**config.mk**
```make
export PLATFORM = sky130hd
export DESIGN_NAME = mem_bus_arbiter
export DESIGN_NICKNAME = d
export VERILOG_FILES = /design/src/rtl/mem_bus_arbiter_pkg.sv /design/src/rtl/mem_bus_arb_pick.sv /design/src/rtl/mem_bus_arbiter.sv
export SDC_FILE = /design/constraint.sdc
export NUM_CORES = 1
export LEC_CHECK = 0
export ABC_AREA = 1
export CELL_PAD_IN_SITES_DETAIL_PLACEMENT = 2
export CELL_PAD_IN_SITES_GLOBAL_PLACEMENT = 2
export CORE_AREA = 2 2 192 100
export DETAILED_ROUTE_END_ITERATION = 10
export DIE_AREA = 0 0 194 102
export GPL_ROUTABILITY_DRIVEN = 0
export PLACE_DENSITY = 0.95
export SYNTH_ARGS = -nofsm -noshare
export SYNTH_HDL_FRONTEND = slang
export SYNTH_SLANG_ARGS = --single-unit
```
**constraint.sdc**
```tcl
create_clock -name clk -period 1.6 [get_ports clk]
set_clock_uncertainty 0.1 [all_clocks]
set_input_delay 0.48 -clock clk [delete_from_list [all_inputs] [get_ports clk]]
set_output_delay 0.48 -clock clk [all_outputs]
set_load 0.01 [all_outputs]
```
**src/rtl/mem_bus_arbiter_pkg.sv**
```systemverilog
// Shared native memory bus definitions.
// Bus widths, arbiter state encoding, default error read data.
package mem_bus_arbiter_pkg;
  localparam int ADDR_W = 32;
  localparam int DATA_W = 32;
  localparam int STRB_W = 4;

  localparam logic [DATA_W-1:0] ERR_RDATA_DEF = 32'hDEAD_BEEF;

  typedef enum logic {
    ARB_IDLE = 1'b0,
    ARB_BUSY = 1'b1
  } arb_state_t;
endpackage

```
**src/rtl/mem_bus_arb_pick.sv**
```systemverilog
// Winner select for the two-master arbiter.
// Ports: req0/req1 requests, last_gnt previous winner, win chosen master.
module mem_bus_arb_pick #(
  parameter bit FIXED_PRIO = 1'b0
) (
  input  logic req0,
  input  logic req1,
  input  logic last_gnt,
  output logic win
);

  always_comb begin
    win = 1'b0;
    unique case (1'b1)
      req0 && req1:  win = FIXED_PRIO ? 1'b0 : ~last_gnt;
      !req0 && req1: win = 1'b1;
      default:       win = 1'b0;
    endcase
  end

endmodule

```
**src/rtl/mem_bus_arbiter.sv**
```systemverilog
// Two-master arbiter for the native memory bus, atomic transactions.
// Ports: clk, rst (sync, active-high); m0_*/m1_* master sides
// (valid, instr, addr, wdata, wstrb in; ready, rdata out); s_* slave
// side (valid, instr, addr, wdata, wstrb out; ready, rdata in);
// gnt_id, busy status; err_pulse, err_addr timeout report.
// Optional BUSY timeout: define MEM_BUS_ARB_TIMEOUT_EN.
module mem_bus_arbiter
  import mem_bus_arbiter_pkg::*;
#(
  parameter int               FIXED_PRIO     = 0,
  parameter int               TIMEOUT_CYCLES = 1024,
  parameter logic [DATA_W-1:0] ERR_RDATA     = ERR_RDATA_DEF
) (
  input  logic              clk,
  input  logic              rst,
  input  logic              m0_valid,
  input  logic              m0_instr,
  input  logic [ADDR_W-1:0] m0_addr,
  input  logic [DATA_W-1:0] m0_wdata,
  input  logic [STRB_W-1:0] m0_wstrb,
  output logic              m0_ready,
  output logic [DATA_W-1:0] m0_rdata,
  input  logic              m1_valid,
  input  logic              m1_instr,
  input  logic [ADDR_W-1:0] m1_addr,
  input  logic [DATA_W-1:0] m1_wdata,
  input  logic [STRB_W-1:0] m1_wstrb,
  output logic              m1_ready,
  output logic [DATA_W-1:0] m1_rdata,
  output logic              s_valid,
  output logic              s_instr,
  output logic [ADDR_W-1:0] s_addr,
  output logic [DATA_W-1:0] s_wdata,
  output logic [STRB_W-1:0] s_wstrb,
  input  logic              s_ready,
  input  logic [DATA_W-1:0] s_rdata,
  output logic              gnt_id,
  output logic              busy,
  output logic              err_pulse,
  output logic [ADDR_W-1:0] err_addr
);

  arb_state_t        state;
  logic              gnt_q;
  logic              last_gnt;
  logic              win;
  logic              is_busy;
  logic              sel_valid;
  logic              to_hit;
  logic              rsp;
  logic [DATA_W-1:0] rsp_data;

  mem_bus_arb_pick #(
    .FIXED_PRIO(FIXED_PRIO != 0)
  ) u_pick (
    .req0    (m0_valid),
    .req1    (m1_valid),
    .last_gnt(last_gnt),
    .win     (win)
  );

  assign is_busy   = state == ARB_BUSY;
  assign sel_valid = gnt_q ? m1_valid : m0_valid;

`ifdef MEM_BUS_ARB_TIMEOUT_EN
  localparam logic [15:0] TO_LAST = 16'(TIMEOUT_CYCLES - 1);

  logic [15:0]       to_cnt;
  logic [ADDR_W-1:0] err_addr_q;

  // s_ready on the last allowed cycle completes normally.
  assign to_hit = is_busy && sel_valid && !s_ready
                  && to_cnt == TO_LAST;

  always_ff @(posedge clk) begin
    if (rst) begin
      to_cnt     <= '0;
      err_addr_q <= '0;
    end else begin
      if (!is_busy)
        to_cnt <= '0;
      else if (!s_ready)
        to_cnt <= to_cnt + 16'd1;
      if (to_hit)
        err_addr_q <= s_addr;
    end
  end

  assign err_pulse = to_hit;
  assign err_addr  = err_addr_q;
`else
  logic unused_to;
  assign unused_to = ^TIMEOUT_CYCLES;
  assign to_hit    = 1'b0;
  assign err_pulse = 1'b0;
  assign err_addr  = '0;
`endif

  always_ff @(posedge clk) begin
    if (rst) begin
      state    <= ARB_IDLE;
      gnt_q    <= 1'b0;
      last_gnt <= 1'b1;
    end else begin
      unique case (state)
        ARB_IDLE: begin
          if (m0_valid || m1_valid) begin
            gnt_q    <= win;
            last_gnt <= win;
            state    <= ARB_BUSY;
          end
        end
        ARB_BUSY: begin
          // A dropped request aborts without a response.
          if (!sel_valid || s_ready || to_hit)
            state <= ARB_IDLE;
        end
        default: state <= ARB_IDLE;
      endcase
    end
  end

  assign busy    = is_busy;
  assign gnt_id  = gnt_q;
  assign s_valid = is_busy && sel_valid && !to_hit;

  assign s_instr = is_busy && (gnt_q ? m1_instr : m0_instr);
  assign s_addr  = !is_busy ? '0 : gnt_q ? m1_addr  : m0_addr;
  assign s_wdata = !is_busy ? '0 : gnt_q ? m1_wdata : m0_wdata;
  assign s_wstrb = !is_busy ? '0 : gnt_q ? m1_wstrb : m0_wstrb;

  assign rsp      = is_busy && sel_valid && (s_ready || to_hit);
  assign rsp_data = to_hit ? ERR_RDATA : s_rdata;

  assign m0_ready = rsp && !gnt_q;
  assign m1_ready = rsp && gnt_q;
  assign m0_rdata = (is_busy && !gnt_q) ? rsp_data : '0;
  assign m1_rdata = (is_busy && gnt_q) ? rsp_data : '0;

endmodule

```
==> results of run 1 <==
==> worst paths after layout <==
check                 to  startpoint  slack [ps]
min             last_gnt    last_gnt         430
max          m0_rdata[4]      gnt_id        -350
min reg2reg     last_gnt    last_gnt         430
max reg2reg     last_gnt        busy         240
==> registers in the layout (all words and copies together), names as in the netlist <==
register and cells:
gnt_id 1, busy 1, last_gnt 1
==> per-layer routing <==
metal / vias to the layer above / global-route usage (%)
met5: - / 0
met4: 0 / 2.33
met3: 6 / 4.03
met2: 161 / 29.4
met1: 1842 / 17.9
li1: 1791 / -
==> report_power, final <==
group          internal (mW)  switching [mW]
clock                  0.329          0.0706
combinational          0.910           0.919
sequential            0.0820          0.0119
total                   1.32            1.00
==> what timing repair did <==
action / 4_1_cts / 5_1_grt
endpoints found under the setup margin: 138 / 138
cloned: 4 / 13
gates resized for setup: 650 / 307
setup buffers: 8 / 4
endpoints found under the hold margin: 0 / 0
pin swaps: 80 / 60
==> stage by stage <==
stage                     cells  util, %  hold WS, ps  power, mW
after floorplan             420        -          326      0.638
after global placement      929     28.5          365       1.54
after detailed placement    929     28.5          394       1.58
after CTS                   945     26.6          414       1.88
after global routing        962     34.3          456       2.46
final                       962     34.3          428       2.32
==> worst max-delay path: stages, from the launching register on <==
cell and delay [ps]:
dfxtp_4 380, inv_8 80, buf_12 150, nand2_8 90
buf_8 160, nor2_1 130, buf_2 170
==> synthesized netlist by cell type <==
| library cell | count |
|---|---|
| buf_4 | 42 |
| nand3_1 | 3 |
| dfxtp_1 | 3 |
| nor2_1 | 66 |
| o21ai_0 | 1 |
| clkbuf_1 | 6 |
| a21oi_1 | 72 |
| nand2_1 | 146 |
| inv_2 | 2 |
| conb_1 | 1 |
| buf_2 | 13 |
| inv_1 | 33 |
==> final cells by class <==
cell class	instances	share of cell area, %
repair buffers	359	56.4
multi-input cells	321	34.1
well taps	240	4.86
inverters	35	2.25
clock buffers	4	1.27
flip-flops and latches	3	1.09
==> kinds of logic (layout without fill, tap and decap cells) <==
logic type | after synthesis | in the layout
and+or+nand+nor | 215 | 215
AOI/OAI and AO/OA | 73 | 73
DFF | 3 | 3
buffers and inverters | 96 | 398
other | 1 | 33
==> impl_metrics.toml, run 1 <==
[min_path]
min_path_type = "flip-flop to flip-flop"
min_path_cells = 2

[power]
p_per_area_mw_per_mm2 = 376
peakVddDrop_mv = 0.267
power.leakage_nw = 3.03

[cells_and_area]
area_growth_pct = 249
layout-drive-gt1-share_pct = 51.7
diodes = 0
final_cell_mix = "clkdlybuf4s50_1 (93), nand2_1 (90), buf_2 (87), dlygate4sd2_1 (70), a21oi_2 (53)"
num-fill-cells = 2072
layout_commonest_cell = "clkdlybuf4s50_1"
nNetsFinal = 898
multi_input_area_mm2 = 0.00211
seq_area_um2 = 67.6
post-route-cell-area_mm2 = 0.00618

[timing]
rsz0062_at_grt = "yes"
setup-tns-final_ps = -38080
fmax_mhz = 512
period_share_pct = 122
finalHoldViolCount = 0
report.final.slew_viol_count = 0
fin_ws_ps = -355
setup-violations-final = 137
fin_crit_ps = 1950

[worst_setup_path]
cp_max_fo = 8
endpoint_kind = "output port"
critPathLaunchType = "flip-flop"
worstRegToRegCells = 5
crit_type = "flip-flop to output port"
arrival_ps = 1370
crit_required_ps = 1020

[synth]
synth.area.top_cells = "nand2_1 (31%), a21oi_1 (20%), buf_4 (18%)"
synth.mux.area_fraction_pct = 0
ys_ff_latch = 3
ys_warn_count = 0
synth_xor_area_share_pct = 0
yosysUniqueCellTypes = 12
synth-seq-area-share_pct = 3.39
avgSynthCellArea_um2 = 4.57
yosys.area_share.simple_pct = 45.7
synth_compound_area_share_pct = 20.6
synth_area_leader_cell = "nand2_1"
synth_top_area_share_pct = 30.9
synth_cells = 388
syn_area_mm2 = 0.00177
synthAdderAreaFrac_pct = 0
synth_top_family_by_area = "simple AND/OR/NAND/NOR gates"

[routing]
vias_per_cell = 3.95
dr_wl_met2_um = 10000
routed-wl-met3_um = 1210
vias = 3800
drt_iter0_drc = 46
drt_first_pass_iters = 4
post_drt_wl_per_cell_um = 20.2
drcViolationCount = 0
routedLengthMet1_um = 8110
routed_wl_um = 19500
top_layer_used = "met4"
drtAntennaViolNets = 0

[cts]
cts.path.max_buffers = 2
cts.sinks = 3
clk_pin_slew_worst_paths_ps = 30
cts_hold_buf = 0
cts_inserted_buffers = 3
insertion_delay_ps = 220
tritoncts = "done"
cts-root-buf = "clkbuf_16"
cts_max_level = 1

[grt]
antenna_found_initial = 0
grt_max_degree = 33
grt_pass1_vias = 4109
grt-ovfl-total = 0
track_usage_pct = 15.4
grt_pass1_wl_um = 23600

[job]
max_cap_violations = 0

[status]
violations = "negative setup slack"
outcome = "finished, violations left"

[floorplanning]
dieArea_mm2 = 0.0198
row_count = 35
die_w_um = 194
start_util_pct = 9.83
die_h_um = 102
coreArea_mm2 = 0.0180
io_pins = 346

[placed_design]
post_dp_cell_area_mm2 = 0.00514
io_buffers = 312
dp_slack_ps = -942
dp_hpwl_um = 13600
No activity file was read; power rests on OpenSTA's default activity.
==> run 2, diff against run 1 <==
SETUP_SLACK_MARGIN = 0.02   (was not set)
==> run 2 against run 1 <==
Effect of this change: the run still ends with negative setup slack left; largest power group unchanged; sequential power increased by 4.6%; die area is the same; cell count rose by 1.2%.
==> impl_metrics.toml, run 2 (synthesized netlist as in run 1, its figures left out) <==
[status]
outcome = "finished, violations left"
violations = "negative setup slack"

[routing]
drt_first_pass_iters = 4
vias = 3910
drt_iter0_drc = 48
routed_wl_um = 20000
drcViolationCount = 0
vias_per_cell = 4.01
post_drt_wl_per_cell_um = 20.5
drtAntennaViolNets = 0

[power]
combPwrFrac_pct = 78.9
peakVddDrop_mv = 0.239
p_per_area_mw_per_mm2 = 383
power.leakage_nw = 3.02
internal_power_mw = 1.35
p_sw_mw = 1.01
p_seq_share_pct = 4.2
power.total_mw = 2.36
netSwitchingFraction_pct = 42.9
p_clk_share_pct = 16.9

[placed_design]
post_dp_cell_area_mm2 = 0.00517
dp_hpwl_um = 13100
dp_cells = 930
io_buffers = 312

[floorplanning]
row_count = 35
io_pins = 346
die_h_um = 102
coreArea_mm2 = 0.0180
dieArea_mm2 = 0.0198
die_w_um = 194
start_util_pct = 9.83

[cts]
clk_pin_slew_worst_paths_ps = 30
cts_inserted_buffers = 3
insertion_delay_ps = 220
cts.path.max_buffers = 2
cts-root-buf = "clkbuf_16"
tritoncts = "done"
cts_max_level = 1
cts.sinks = 3

[cells_and_area]
layout_commonest_cell = "nand2_1"
layout-drive-gt1-share_pct = 48.3
final_core_util_pct = 34.2
nNetsFinal = 907
final_cell_mix = "nand2_1 (109), clkdlybuf4s50_1 (93), buf_2 (82), dlygate4sd2_1 (72), buf_6 (62)"
area_growth_pct = 248
fin_cells = 974
post-route-cell-area_mm2 = 0.00617

[worst_setup_path]
crit_required_ps = 1020
crit_type = "flip-flop to output port"
arrival_ps = 1380
critPathLaunchType = "flip-flop"
endpoint_kind = "output port"
cp_max_fo = 8

[grt]
antenna_found_initial = 2
grt_pass1_wl_um = 23600
grt-ovfl-total = 0
grt_pass1_vias = 4098
grt_max_degree = 36
track_usage_pct = 15.4

[timing]
setup-violations-final = 137
fin_crit_ps = 1960
finalHoldViolCount = 0
report.final.slew_viol_count = 0
fmax_mhz = 509
setup-tns-final_ps = -39800
fin_ws_ps = -364
period_share_pct = 123
rsz0062_at_grt = "yes"

[job]
max_cap_violations = 0

[min_path]
min_path_type = "flip-flop to flip-flop"
==> run 2: through the flow <==
step	hold slack [ps]	setup slack [ps]
2_1_floorplan	326	-3.03
3_3_place_gp	356	-850
3_5_place_dp	375	-891
4_1_cts	383	-390
5_1_grt	453	-431
6_report	412	-364
==> run 2: worst paths after layout <==
check                              start          end  slack, ps  cells past startpoint
worst max register to register      busy     last_gnt        180                      6
worst min register to register  last_gnt     last_gnt        410                      2
worst min-delay path            last_gnt     last_gnt        410                      2
worst max-delay path              gnt_id  s_wdata[14]       -360                      6
==> run 2: power by group through the flow <==
stage | sequential, mW | combinational (mW) | clock [mW]
global route | 0.0994 | 1.98 | 0.411
global placement | 0.0931 | 1.45 | 0
floorplan | 0.0906 | 0.551 | 0
detailed placement | 0.0930 | 1.50 | 0
CTS | 0.0978 | 1.41 | 0.402
finish | 0.0983 | 1.86 | 0.400
==> run 2: worst max-delay path, stage by stage, from the launching register on <==
cell and delay (ps):
dfxtp_4 390, clkinv_8 100, buf_12 120, clkbuf_16 160, nand2_2 50, a21oi_1 160
buf_2 170
==> run 2: repair_timing <==
action / CTS / global route
pin swaps: 59 / 19
buffers inserted: 3 / 21
gates resized for setup: 604 / 333
endpoints found under the setup margin: 138 / 139
hold buffers: 0 / 0
gates cloned: 4 / 10
==> run 2: cell type report <==
cell class                 count  area [µm²]
timing repair buffer         368        3540
antenna                        3        7.51
fill                        2090       11900
inverter                      35         146
multi-input combinational    321        2030
sequential                     3        67.6
tap                          240         300
clock buffer                   4        78.8
==> run 2: routing by layer <==
metal / track usage, % / up-vias / routed length, µm
met1: 18.5 / 1894 / 8150
met4: 1.63 / 0 / 127
met2: 29.0 / 194 / 10200
met3: 3.66 / 11 / 1460
met5: 0 / - / 0
li1: - / 1811 / -
